==> config.mk <==
export PLATFORM = sky130hd
export DESIGN_NAME = float_to_dec
export DESIGN_NICKNAME = d
export VERILOG_FILES = /design/src/rtl/float_to_dec.sv
export SDC_FILE = /design/constraint.sdc
export NUM_CORES = 1
export LEC_CHECK = 0
export ABC_AREA = 1
export CORE_MARGIN = 2
export CORE_UTILIZATION = 55
export CTS_CLUSTER_DIAMETER = 80
export DETAILED_ROUTE_END_ITERATION = 6
export HOLD_SLACK_MARGIN = 0.06
export MAX_ROUTING_LAYER = met4
export PLACE_DENSITY = 0.85
export REMOVE_ABC_BUFFERS = 1
export SYNTH_ARGS = -nofsm -noshare
export SYNTH_HDL_FRONTEND = slang
export SYNTH_SLANG_ARGS = --single-unit
==> constraint.sdc <==
create_clock -name clk -period 2.2 [get_ports clk]
set_clock_uncertainty 0.2 [all_clocks]
set_input_delay 0.22 -clock clk [delete_from_list [all_inputs] [get_ports clk]]
set_output_delay 0.22 -clock clk [all_outputs]
set_load 0.03 [all_outputs]
==> src/rtl/float_to_dec.sv <==
// -----------------------------------------------------------------------------
// float_to_dec
//
// Iterative IEEE-754 single-precision to signed 32-bit integer converter.
// One operand is processed at a time. The significand is aligned by a
// one-bit-per-cycle shifter, the result is truncated toward zero and held
// until the consumer accepts it. Exception flags describe only the current
// result; they are not sticky.
//
// Ports:
//   clk        rising-edge clock
//   rst_n      asynchronous active-low reset
//   in_valid   flt_value carries an operand this cycle
//   in_ready   block is idle and will accept an operand
//   flt_value  {sign, exp[7:0], mantissa[22:0]}
//   out_valid  int_value and the flags are valid
//   out_ready  consumer accepts the result
//   int_value  signed two's-complement result
//   overflow   operand out of int32 range or +/-Inf; result saturated
//   invalid    operand was NaN
//   inexact    nonzero fraction bits were discarded
// -----------------------------------------------------------------------------
module float_to_dec (
    input  logic        clk,
    input  logic        rst_n,
    input  logic        in_valid,
    output logic        in_ready,
    input  logic [31:0] flt_value,
    output logic        out_valid,
    input  logic        out_ready,
    output logic [31:0] int_value,
    output logic        overflow,
    output logic        invalid,
    output logic        inexact
);

    typedef enum logic [2:0] {
        IDLE,
        CLASSIFY,
        SHIFT,
        SIGN,
        DONE
    } state_t;

    // Operand class, resolved from the captured operand in CLASSIFY.
    typedef enum logic [2:0] {
        CLS_NAN,   // exp = 255, mantissa != 0
        CLS_INF,   // exp = 255, mantissa == 0
        CLS_TINY,  // |value| < 1: zero, denormal or E < 0
        CLS_SAT,   // beyond int32 range
        CLS_MIN,   // exactly -2^31
        CLS_NORM   // 0 <= E <= 30, needs alignment
    } cls_t;

    localparam logic [31:0] INT_MAX = 32'h7FFF_FFFF;
    localparam logic [31:0] INT_MIN = 32'h8000_0000;

    // Exponent codes for E = 23 (no shift) and E = 31 (int32 boundary).
    localparam logic [7:0] EXP_NOSHIFT = 8'd150;
    localparam logic [7:0] EXP_BIAS    = 8'd127;
    localparam logic [7:0] EXP_LIMIT   = 8'd158;

    state_t      state;
    state_t      state_next;

    logic [31:0] op;          // captured operand
    logic [31:0] mag;         // magnitude being aligned, or preloaded result
    logic [4:0]  count;       // remaining shift steps
    logic        shift_left;  // alignment direction
    logic        special;     // result preloaded, skip negation
    logic        acc_ovf;
    logic        acc_inv;
    logic        acc_inx;     // inexact accumulator, fed by shifted-out bits

    logic        op_sign;
    logic [7:0]  op_exp;
    logic [22:0] op_man;

    assign op_sign = op[31];
    assign op_exp  = op[30:23];
    assign op_man  = op[22:0];

    // -------------------------------------------------------------------------
    // Classification of the captured operand and the values CLASSIFY loads.
    // -------------------------------------------------------------------------
    cls_t        cls;
    logic [31:0] pre_mag;
    logic [4:0]  pre_count;
    logic        pre_left;
    logic        pre_ovf;
    logic        pre_inv;
    logic        pre_inx;

    always_comb begin
        // NOTE: every output of a combinational block gets a default first so
        // that no path leaves it unassigned and a latch is never inferred.
        cls       = CLS_NORM;
        pre_mag   = {8'b0, 1'b1, op_man};
        pre_count = '0;
        pre_left  = 1'b0;
        pre_ovf   = 1'b0;
        pre_inv   = 1'b0;
        pre_inx   = 1'b0;

        if (op_exp == 8'hFF) begin
            if (op_man != '0) begin
                cls     = CLS_NAN;
                pre_mag = INT_MIN;
                pre_inv = 1'b1;
            end else begin
                cls     = CLS_INF;
                pre_mag = op_sign ? INT_MIN : INT_MAX;
                pre_ovf = 1'b1;
            end
        end else if (op_exp < EXP_BIAS) begin
            // Zero is exact; a denormal or any normal with E < 0 loses bits.
            cls     = CLS_TINY;
            pre_mag = '0;
            pre_inx = (op_exp != '0) || (op_man != '0);
        end else if (op_exp > EXP_LIMIT ||
                     (op_exp == EXP_LIMIT && (!op_sign || op_man != '0))) begin
            cls     = CLS_SAT;
            pre_mag = op_sign ? INT_MIN : INT_MAX;
            pre_ovf = 1'b1;
        end else if (op_exp == EXP_LIMIT) begin
            // -2^31 is representable exactly and raises nothing.
            cls     = CLS_MIN;
            pre_mag = INT_MIN;
        end else begin
            // Here 127 <= exp <= 157, so |exp - 150| <= 23 fits in 5 bits.
            if (op_exp > EXP_NOSHIFT) begin
                pre_left  = 1'b1;
                pre_count = 5'(op_exp - EXP_NOSHIFT);
            end else begin
                pre_left  = 1'b0;
                pre_count = 5'(EXP_NOSHIFT - op_exp);
            end
        end
    end

    // -------------------------------------------------------------------------
    // FSM
    // -------------------------------------------------------------------------
    always_ff @(posedge clk or negedge rst_n) begin
        // NOTE: clocked state uses non-blocking assignments so every register
        // samples the pre-edge values regardless of statement order.
        if (!rst_n) begin
            state <= IDLE;
        end else begin
            state <= state_next;
        end
    end

    always_comb begin
        state_next = state;
        unique case (state)
            IDLE: begin
                if (in_valid) state_next = CLASSIFY;
            end
            CLASSIFY: begin
                if (cls == CLS_NORM && pre_count != '0) state_next = SHIFT;
                else                                    state_next = SIGN;
            end
            SHIFT: begin
                if (count == 5'd1) state_next = SIGN;
            end
            SIGN: begin
                state_next = DONE;
            end
            DONE: begin
                if (out_ready) state_next = IDLE;
            end
            default: state_next = IDLE;
        endcase
    end

    assign in_ready  = (state == IDLE);
    assign out_valid = (state == DONE);

    // -------------------------------------------------------------------------
    // Datapath
    // -------------------------------------------------------------------------
    always_ff @(posedge clk or negedge rst_n) begin
        if (!rst_n) begin
            op         <= '0;
            mag        <= '0;
            count      <= '0;
            shift_left <= 1'b0;
            special    <= 1'b0;
            acc_ovf    <= 1'b0;
            acc_inv    <= 1'b0;
            acc_inx    <= 1'b0;
            int_value  <= '0;
            overflow   <= 1'b0;
            invalid    <= 1'b0;
            inexact    <= 1'b0;
        end else begin
            unique case (state)
                IDLE: begin
                    if (in_valid) op <= flt_value;
                end
                CLASSIFY: begin
                    // Accumulators restart here, so no flag leaks between
                    // operations.
                    mag        <= pre_mag;
                    count      <= pre_count;
                    shift_left <= pre_left;
                    special    <= (cls != CLS_NORM);
                    acc_ovf    <= pre_ovf;
                    acc_inv    <= pre_inv;
                    acc_inx    <= pre_inx;
                end
                SHIFT: begin
                    if (shift_left) begin
                        mag <= {mag[30:0], 1'b0};
                    end else begin
                        mag     <= {1'b0, mag[31:1]};
                        acc_inx <= acc_inx | mag[0];
                    end
                    count <= count - 5'd1;
                end
                SIGN: begin
                    // In range the magnitude is at most 2^31-1, so the
                    // negation cannot overflow.
                    if (!special && op_sign) int_value <= -mag;
                    else                     int_value <= mag;
                    overflow <= acc_ovf;
                    invalid  <= acc_inv;
                    inexact  <= acc_inx;
                end
                default: ;
            endcase
        end
    end

endmodule

### Word level (Yosys, flattened, before mapping)

Cells that the tools add are included.

| word-level totals | value |
|---|---|
| register bits after elaboration | 112 |
| bits in latches | 0 |
| bits in writable memories | 0 |
| ROM bits | 0 |
| bits of input ports | 36 |
| output and inout port bits | 37 |
| logic and storage cells | 90 |
| memories | 0 |

| operators by class | value |
|---|---|
| $add $sub $neg | 4 |
| multipliers | 0 |
| divide/modulo/power cells | 0 |
| $lt $le $gt $ge | 3 |
| eq/ne operators | 13 |
| shift operators | 0 |
| multiplexer cells | 40 |
| bitwise logic cells | 1 |
| reductions and logical operators | 16 |

Operators with widths:

| operator | count |
|---|---|
| $mux 32 | 8 |
| $pmux 32 s2 | 1 |
| $neg 32->32 | 1 |
| $mux 5 | 5 |
| $reduce_bool 23->1 | 1 |
| $mux 3 | 6 |
| $mux 1 | 17 |
| $eq 8x8->1 const B | 2 |
| $gt 8x8->1 const B | 2 |
| $pmux 3 s5 | 1 |
| $pmux 5 s2 | 1 |
| $lt 8x7->1 const B | 1 |
| $reduce_bool 8->1 | 1 |
| $eq 3x2->1 const B | 2 |
| $eq 3x3->1 const B | 2 |
| $ne 2x2->1 const B | 3 |
| $eq 5x1->1 const B | 1 |
| $reduce_bool 5->1 | 1 |
| $sub 5x1->5 const B | 1 |
| $sub 5x5->5 const A | 1 |
| $sub 5x5->5 const B | 1 |
| $reduce_and 2->1 | 2 |
| $eq 3x1->1 const B | 1 |
| $logic_and 1x1->1 | 3 |
| 9 further kinds | 12 |

### Longest topological paths before layout

Gate-level depths: netlist of run 1.

| logic depth | value |
|---|---|
| word-level depth | 11 |
| mapped depth | 15 |

### Worst setup path before layout of run 1

Ideal clock, no wire load.

| timing path | value |
|---|---|
| path type | reg-to-reg |
| start | register op[23] |
| end | register mag[0] |
| arrival | 1602 ps |
| data required time | 1877 ps |
| setup slack | 274 ps |
| cell stages (with the launch flop) | 12 |
| path buffers | 1 |
| clock period less this slack | 1926 ps |
| cell sequence | dfrtp_1 -> inv_1 -> ha_1 -> nand2_1 -> nor2_4 -> nor2_1 -> inv_1 -> nand2_2 -> clkbuf_1 -> o21ai_0 -> nand2_1 -> a21oi_1 |

| on the way | value |
|---|---|
| cells in the longest elaborated chain, start to end | 7 |
| elaborated cells between the ends (all ways) | 11 |

RTL lines:

| item | line | RTL |
|---|---|---|
| start: declaration | 66 | `logic [31:0] op;` |
| start signal: assignment | 200 | `if (in_valid) op <= flt_value;` |
| branches (longest 5 deep; another with $gt 8x8->1) | -- |  |
| $mux 32 * | 105 | `if (op_exp == 8'hFF) begin` |
| $pmux 32 s2 * | 198 | `unique case (state)` |
| end signal: assignment | 205 | `mag <= pre_mag;` |
| end signal: assignment | 215 | `mag <= {mag[30:0], 1'b0};` |
| end signal: assignment | 217 | `mag <= {1'b0, mag[31:1]};` |
| end: declaration | 67 | `logic [31:0] mag;` |

Every way passes the cells marked *.
A chain may end at the register's enable or synchronous reset.

### Final worst setup path of run 1

| timing path | value |
|---|---|
| start | register op[26] |
| end | register mag[14] |

Same word-level chain as after synthesis.

==> run_summary.xml, run 1 <==
<?xml version="1.0" encoding="UTF-8"?>
<metrics>
  <group name="cts">
    <metric name="post_cts.repair.setup_buffers" unit="">0</metric>
    <metric name="clock_latency" unit="ns">0.35</metric>
    <metric name="cts_sinks" unit="">112</metric>
    <metric name="cts.reportedPaths.clkPinSlew" unit="ns">0.07</metric>
    <metric name="clock_tree.root_cell" unit="">sky130_fd_sc_hd__clkbuf_16</metric>
    <metric name="tritoncts" unit="">done</metric>
    <metric name="cts_htree_levels" unit="">3</metric>
    <metric name="tritoncts_buffers" unit="">9</metric>
    <metric name="clockBufferDepth" unit="">2</metric>
  </group>
  <group name="timing">
    <metric name="finalWorstSetupSlack" unit="ns">0.1786</metric>
    <metric name="relative_slew_slack" unit="%">40.67</metric>
    <metric name="hold_viol" unit="">0</metric>
    <metric name="final-setup-viol-count" unit="">0</metric>
    <metric name="finalCritPeriodShare" unit="%">91.88</metric>
    <metric name="achievable-frequency" unit="MHz">494.7</metric>
    <metric name="worst-slew-pin-transition" unit="ns">0.8887</metric>
    <metric name="fin_worst_hold_slack" unit="ns">0.1006</metric>
    <metric name="drv_slew" unit="">0</metric>
    <metric name="period_minus_slack" unit="ns">2.021</metric>
  </group>
  <group name="finish">
    <metric name="layout-area-overhead-vs-synth" unit="%">21.16</metric>
    <metric name="nNetsFinal" unit="">959</metric>
    <metric name="multi_input_area" unit="sq um">2967</metric>
    <metric name="antenna_cells" unit="">0</metric>
    <metric name="area_occupied_by_registers" unit="sq um">2805</metric>
    <metric name="fillers" unit="">920</metric>
    <metric name="post_route_cells_drive_above_1_share" unit="%">8.578</metric>
    <metric name="layoutNonFillerInstCount" unit="">1064</metric>
    <metric name="stdcell_area" unit="sq um">7639</metric>
  </group>
  <group name="placement">
    <metric name="dp.cells" unit="">1047</metric>
    <metric name="placedInstanceArea" unit="sq um">7269</metric>
    <metric name="numPortBuffers" unit="">72</metric>
    <metric name="post-place-ws" unit="ns">0.1258</metric>
    <metric name="place_hpwl" unit="mm">10.25</metric>
    <metric name="globalplace.congestion" unit="">0.9129</metric>
  </group>
  <group name="global_route">
    <metric name="first_global_vias" unit="">5223</metric>
    <metric name="total_overflow_reported_by_the_global_router" unit="">0</metric>
    <metric name="wire_length_of_the_first_global_routing_pass" unit="mm">24.82</metric>
    <metric name="total_track_usage" unit="%">24.96</metric>
    <metric name="grt_max_degree" unit="">63</metric>
    <metric name="antenna_found_initial" unit="">0</metric>
  </group>
  <group name="yosys">
    <metric name="netlist.top_cell.by_area" unit="">sky130_fd_sc_hd__dfrtp_1</metric>
    <metric name="synthTopCellsByArea" unit="">sky130_fd_sc_hd__dfrtp_1 (44%), sky130_fd_sc_hd__nand2_1 (13%), sky130_fd_sc_hd__o21ai_0 (6.8%), sky130_fd_sc_hd__inv_1 (5.8%), sky130_fd_sc_hd__nor2_1 (4.3%)</metric>
    <metric name="yosysMostFrequentCell" unit="">sky130_fd_sc_hd__nand2_1</metric>
    <metric name="synth_enable_flop_cells" unit="">0</metric>
    <metric name="synth_top_cell_area_share" unit="%">44.45</metric>
    <metric name="asyncSetResetFlopFracSynth" unit="%">100.0</metric>
    <metric name="yosysSeqAreaShare" unit="%">44.45</metric>
    <metric name="synth-warning-count" unit="">0</metric>
    <metric name="netlist_top_cells_count" unit="">sky130_fd_sc_hd__nand2_1 (217), sky130_fd_sc_hd__dfrtp_1 (112), sky130_fd_sc_hd__inv_1 (98)</metric>
    <metric name="synthFlopType" unit="">sky130_fd_sc_hd__dfrtp_1</metric>
    <metric name="synth.ff_latch_count" unit="">112</metric>
    <metric name="postSynthCellCount" unit="">849</metric>
    <metric name="mapped_cell_area" unit="sq um">6305</metric>
    <metric name="synth_area_per_cell" unit="sq um">7.426</metric>
    <metric name="ys_types" unit="">35</metric>
  </group>
  <group name="critical_path">
    <metric name="startpoint_type" unit="">flop</metric>
    <metric name="ff2ff_setup_slack" unit="ns">0.18</metric>
    <metric name="crit_fanout" unit="">23</metric>
    <metric name="end_kind" unit="">flop</metric>
    <metric name="timing.critical_path.required" unit="ns">2.24</metric>
    <metric name="r2r_cells" unit="">12</metric>
    <metric name="critical_path_arrival" unit="ns">2.06</metric>
    <metric name="timing.setup.critical_path_class" unit="">reg2reg</metric>
  </group>
  <group name="routing">
    <metric name="route.vias.total" unit="">5664</metric>
    <metric name="drt_iter0_drc" unit="">373</metric>
    <metric name="avgRoutedWirePerCell" unit="microns">13.51</metric>
    <metric name="final_antenna_net_count" unit="">0</metric>
    <metric name="viasPerCell" unit="">5.323</metric>
    <metric name="remaining_drc_errors" unit="">0</metric>
    <metric name="route.final.wire_length" unit="mm">14.37</metric>
    <metric name="detail_route.first_pass.iterations" unit="">5</metric>
  </group>
  <group name="power_and_ir_drop">
    <metric name="p_per_area" unit="nW/um^2">1690</metric>
    <metric name="vdd_drop_max" unit="mV">0.7769</metric>
    <metric name="p_leak" unit="nW">3.656</metric>
    <metric name="fin_total_pwr" unit="mW">12.91</metric>
  </group>
  <group name="die">
    <metric name="die_width" unit="microns">111.1</metric>
    <metric name="row_count" unit="">39</metric>
    <metric name="die_area" unit="sq um">12340</metric>
    <metric name="io_pins" unit="">73</metric>
    <metric name="starting_utilization_of_the_core_area" unit="%">55.69</metric>
    <metric name="die_height" unit="microns">111.1</metric>
    <metric name="fp.coreArea" unit="sq um">11320</metric>
  </group>
  <group name="run">
    <metric name="cap_violations" unit="">0</metric>
  </group>
  <group name="min_path">
    <metric name="worst_hold_path_type" unit="">in2async</metric>
  </group>
  <group name="run_status">
    <metric name="run_status" unit="">complete, no violations</metric>
  </group>
</metrics>
worst max-delay path, stage by stage, from the launching register on:
cell and delay [ns]:
sky130_fd_sc_hd__dfrtp_1 0.43, sky130_fd_sc_hd__inv_2 0.10, sky130_fd_sc_hd__nor3_2 0.22, sky130_fd_sc_hd__nand3_2 0.14, sky130_fd_sc_hd__nor2_4 0.18, sky130_fd_sc_hd__inv_2 0.06
sky130_fd_sc_hd__nand2_2 0.07, sky130_fd_sc_hd__o21bai_4 0.13, sky130_fd_sc_hd__inv_4 0.11, sky130_fd_sc_hd__nand2_1 0.07, sky130_fd_sc_hd__nand2_1 0.04, sky130_fd_sc_hd__nand2_1 0.10
sky130_fd_sc_hd__nand2_1 0.06
registers in the layout, indices dropped and copies added, names as in the netlist:
register    cells
shift_left      1
special         1
mag            32
int_value      32
overflow        1
acc_inx         1
acc_ovf         1
state           3
inexact         1
count           5
acc_inv         1
op             32
invalid         1
where the power goes:
part / internal [mW] / total [mW] / switching (mW)
sequential: 3.06 / 3.78 / 0.720
combinational: 2.80 / 7.46 / 4.66
clock: 0.941 / 1.67 / 0.731
total: 6.80 / 12.9 / 6.11
worst paths after layout:
kind                                           from                        end
worst max register to register   op[26]$_DFFE_PN0P_        mag[14]$_DFFE_PN0N_
max in group asynchronous                     rst_n         op[13]$_DFFE_PN0P_
worst max-delay path             op[26]$_DFFE_PN0P_        mag[14]$_DFFE_PN0N_
min in group clk                      flt_value[18]         op[18]$_DFFE_PN0P_
worst min-delay path                          rst_n  int_value[25]$_DFFE_PN0N_
worst min register to register  inexact$_DFFE_PN0N_        inexact$_DFFE_PN0N_
cell type report:
type,instances,area share (%)
inverter,106,5.242
clock inverter,5,0.7207
sequential,112,36.72
clock buffer,11,3.309
timing repair buffer,97,12.83
tap,143,2.342
multi-input combinational,590,38.84
cells by family (layout without fill, tap and decap cells):
kind of cell	count (synthesis)	count (layout)	share of synthesized area, %
AOI/OAI and AO/OA	198	198	17.56
xor gates and xnor gates	27	27	3.751
adders and majority gates	7	7	1.389
buffers and inverters	147	219	9.169
DFF	112	112	44.45
muxes	2	2	0.3572
and+or+nand+nor	356	356	23.32
cell usage in the layout, fill, tap and decap left out, drive strengths merged, types with 2 or more instances in the layout:
| master | Yosys | layout |
|---|---|---|
| mux2 | 2 | 2 |
| nor2 | 77 | 77 |
| clkbuf | 32 | 11 |
| or2 | 4 | 4 |
| a21oi | 51 | 51 |
| ha | 7 | 7 |
| o31ai | 8 | 8 |
| nor3 | 8 | 8 |
| a31oi | 4 | 4 |
| nand2 | 220 | 220 |
| o221ai | 10 | 10 |
| o22ai | 22 | 22 |
| o211ai | 4 | 4 |
| clkinv | 0 | 2 |
| nand3 | 39 | 39 |
| dfrtp | 112 | 112 |
| o21ai | 97 | 97 |
| buf | 9 | 25 |
| nand4 | 8 | 8 |
| xnor2 | 5 | 5 |
| clkinvlp | 0 | 2 |
| xor2 | 22 | 22 |
| inv | 106 | 106 |
| clkdlybuf4s50 | 0 | 69 |
what timing repair did:
item                                   4_1_cts  5_1_grt
hold buffers                                 1        0
pin swaps                                    0        1
endpoints found under the hold margin      112        0
resized for setup                            1       18
setup endpoints to repair                    1       37
per-layer routing:
layer / global-route usage [%] / share of wire (%) / up-vias
li1: - / - / 2896
met1: 36.00 / 48 / 2527
met2: 37.26 / 44 / 221
met3: 3.445 / 6.3 / 20
met4: 7.572 / 1.7 / 0
met5: - / 0 / -
metrics by stage:
stage | setup TNS [ns] | util, %
2_1_floorplan | -21.72 | -
3_5_place_dp | 0 | 64.21
4_1_cts | 0 | 67.01
6_report | 0 | 67.47
5_1_grt | -0.0008138 | 67.47
3_3_place_gp | 0 | 64.21
No activity file was read; power rests on OpenSTA's default activity.
==> run 2, diff against run 1 <==
--- a/config.mk
+++ b/config.mk
@@ -12,7 +12,7 @@
 export DETAILED_ROUTE_END_ITERATION = 6
 export HOLD_SLACK_MARGIN = 0.06
 export MAX_ROUTING_LAYER = met4
-export PLACE_DENSITY = 0.85
+export PLACE_DENSITY = 0.79
 export REMOVE_ABC_BUFFERS = 1
 export SYNTH_ARGS = -nofsm -noshare
 export SYNTH_HDL_FRONTEND = slang
==> constraint.sdc (replaced) <==
create_clock -name clk -period 2.1 [get_ports clk]
set_clock_uncertainty 0.2 [all_clocks]
set_input_delay 0.21 -clock clk [delete_from_list [all_inputs] [get_ports clk]]
set_output_delay 0.21 -clock clk [all_outputs]
set_load 0.03 [all_outputs]
==> run_summary.xml, run 2 (synthesis results as in run 1) <==
<?xml version="1.0" encoding="UTF-8"?>
<metrics>
  <group name="die">
    <metric name="fp.coreArea" unit="sq um">11320</metric>
    <metric name="die_height" unit="microns">111.1</metric>
    <metric name="die_area" unit="sq um">12340</metric>
    <metric name="starting_utilization_of_the_core_area" unit="%">55.69</metric>
    <metric name="die_width" unit="microns">111.1</metric>
    <metric name="io_pins" unit="">73</metric>
    <metric name="row_count" unit="">39</metric>
  </group>
  <group name="cts">
    <metric name="clockBufferDepth" unit="">2</metric>
    <metric name="tritoncts" unit="">done</metric>
    <metric name="tritoncts_buffers" unit="">9</metric>
    <metric name="clock_tree.root_cell" unit="">sky130_fd_sc_hd__clkbuf_16</metric>
    <metric name="clock_latency" unit="ns">0.35</metric>
    <metric name="cts_sinks" unit="">112</metric>
    <metric name="cts.reportedPaths.clkPinSlew" unit="ns">0.07</metric>
    <metric name="cts_htree_levels" unit="">3</metric>
  </group>
  <group name="timing">
    <metric name="finalCritPeriodShare" unit="%">95.87</metric>
    <metric name="totalNegativeSetupSlack" unit="ns">0</metric>
    <metric name="achievable-frequency" unit="MHz">496.7</metric>
    <metric name="worst-slew-pin-transition" unit="ns">0.5286</metric>
    <metric name="relative_slew_slack" unit="%">64.76</metric>
    <metric name="hold_viol" unit="">0</metric>
    <metric name="period_minus_slack" unit="ns">2.013</metric>
    <metric name="fin_worst_hold_slack" unit="ns">0.1287</metric>
    <metric name="drv_slew" unit="">0</metric>
    <metric name="final-setup-viol-count" unit="">0</metric>
  </group>
  <group name="finish">
    <metric name="largestRegisters" unit="">int_value: 32 flops, mag: 32 flops, op: 32 flops</metric>
    <metric name="stdcell_area" unit="sq um">7839</metric>
    <metric name="mostFrequentLayoutCells" unit="">sky130_fd_sc_hd__nand2_1 (212), sky130_fd_sc_hd__dfrtp_1 (111), sky130_fd_sc_hd__inv_1 (96)</metric>
    <metric name="mostFrequentLayoutCell" unit="">sky130_fd_sc_hd__nand2_1</metric>
    <metric name="nNetsFinal" unit="">976</metric>
    <metric name="post_route_cells_drive_above_1_share" unit="%">10.55</metric>
    <metric name="antenna_cells" unit="">0</metric>
    <metric name="layout-area-overhead-vs-synth" unit="%">24.33</metric>
    <metric name="share_of_the_core_filled_with_cells_in_the_final_layout" unit="%">69.24</metric>
    <metric name="layoutNonFillerInstCount" unit="">1081</metric>
  </group>
  <group name="critical_path">
    <metric name="crit_fanout" unit="">4</metric>
    <metric name="timing.setup.critical_path_class" unit="">reg2reg</metric>
    <metric name="startpoint_type" unit="">flop</metric>
    <metric name="timing.critical_path.required" unit="ns">2.14</metric>
    <metric name="end_kind" unit="">flop</metric>
    <metric name="ff2ff_setup_slack" unit="ns">0.09</metric>
    <metric name="critical_path_arrival" unit="ns">2.05</metric>
  </group>
  <group name="global_route">
    <metric name="first_global_vias" unit="">5075</metric>
    <metric name="total_overflow_reported_by_the_global_router" unit="">0</metric>
    <metric name="antenna_found_initial" unit="">0</metric>
    <metric name="total_track_usage" unit="%">25.19</metric>
    <metric name="grt_max_degree" unit="">64</metric>
    <metric name="wire_length_of_the_first_global_routing_pass" unit="mm">24.90</metric>
  </group>
  <group name="placement">
    <metric name="dp.cells" unit="">1060</metric>
    <metric name="globalplace.congestion" unit="">0.8744</metric>
    <metric name="placedInstanceArea" unit="sq um">7355</metric>
    <metric name="numPortBuffers" unit="">72</metric>
    <metric name="place_hpwl" unit="mm">10.36</metric>
  </group>
  <group name="routing">
    <metric name="remaining_drc_errors" unit="">0</metric>
    <metric name="detail_route.first_pass.iterations" unit="">5</metric>
    <metric name="final_antenna_net_count" unit="">0</metric>
    <metric name="route.final.wire_length" unit="mm">14.60</metric>
    <metric name="drt_iter0_drc" unit="">528</metric>
    <metric name="avgRoutedWirePerCell" unit="microns">13.51</metric>
    <metric name="viasPerCell" unit="">5.285</metric>
    <metric name="route.vias.total" unit="">5713</metric>
  </group>
  <group name="power_and_ir_drop">
    <metric name="p_per_area" unit="nW/um^2">1789</metric>
    <metric name="vdd_drop_max" unit="mV">0.8614</metric>
    <metric name="p_leak" unit="nW">3.739</metric>
  </group>
  <group name="run_status">
    <metric name="run_status" unit="">complete, no violations</metric>
  </group>
  <group name="run">
    <metric name="cap_violations" unit="">0</metric>
  </group>
  <group name="min_path">
    <metric name="worst_hold_path_type" unit="">in2async</metric>
  </group>
</metrics>
[run 2: changes by cell type in the layout (fill, tap and decap cells not counted), moves of 2 or more]
cell	delta
sky130_fd_sc_hd__buf_4	+16
sky130_fd_sc_hd__o21ai_0	-2
sky130_fd_sc_hd__nor2_2	+3
sky130_fd_sc_hd__nor2_1	-3
sky130_fd_sc_hd__clkbuf_8	-2
sky130_fd_sc_hd__a21oi_1	-2
sky130_fd_sc_hd__clkinv_2	-2
sky130_fd_sc_hd__a21oi_2	+2
sky130_fd_sc_hd__bufinv_16	+2
sky130_fd_sc_hd__clkbuf_1	+2
[run 2: worst paths after layout]
kind	start	to	cells past startpoint
min reg2reg	inexact$_DFFE_PN0N_	inexact$_DFFE_PN0N_	2
max in group asynchronous	rst_n	mag[23]$_DFFE_PN0N_	3
min in group clk	flt_value[0]	op[0]$_DFFE_PN0P_	3
max reg2reg	mag[1]$_DFFE_PN0N_	int_value[30]$_DFFE_PN0N_	11
min	rst_n	op[28]$_DFFE_PN0P_	2
max	mag[1]$_DFFE_PN0N_	int_value[30]$_DFFE_PN0N_	11
[run 2: metal layers]
metal  vias to the layer above  GRT usage, %  share of wire, %
met5                         -             -                 0
met4                         0         7.160               1.7
met3                        18         2.242               5.6
met2                       206         35.05                43
met1                      2568         39.64                50
li1                       2921             -                 -
[run 2: worst max-delay path: stages, from the launching register on]
cell                      delay (ns)
sky130_fd_sc_hd__dfrtp_1        0.40
sky130_fd_sc_hd__inv_1          0.08
sky130_fd_sc_hd__ha_2           0.20
sky130_fd_sc_hd__nand3_2        0.11
sky130_fd_sc_hd__inv_2          0.07
sky130_fd_sc_hd__nand3_1        0.08
sky130_fd_sc_hd__or2_1          0.25
sky130_fd_sc_hd__nand2_2        0.09
sky130_fd_sc_hd__o21a_1         0.19
sky130_fd_sc_hd__nand3_1        0.09
sky130_fd_sc_hd__nand3_1        0.09
sky130_fd_sc_hd__nand2_1        0.06
[run 2: power breakdown]
group	total (mW)	switching (mW)	internal, mW
clock network	1.93	0.767	1.17
logic	8.20	5.06	3.15
registers	3.89	0.685	3.20
[run 2: final cells by class]
class                   instances  area [sq um]
fillers                       929          3482
multi-input cells             590          3003
flip-flops and latches        112          2804
repair buffers                114          1112
inverters                     106         402.9
clock buffers                  11         232.7
well taps                     143         178.9
clock inverters                 5         105.1
[run 2: metrics by stage]
stage | total power [mW] | setup slack, ns
final | 14.03 | 0.08674
after global routing | 15.24 | -0.02414
after CTS | 13.68 | 0.02384
after detailed placement | 11.70 | 0.06658
after global placement | 11.55 | 0.1139
after floorplan | 9.057 | -0.5219
[run 2: timing repair]
action,in CTS,in global routing
endpoints found under the hold margin,112,0
cloned,0,1
hold buffers,1,0
gates resized for setup,2,29
endpoints found under the setup margin,2,40
setup buffers,0,3
pin swaps,0,5
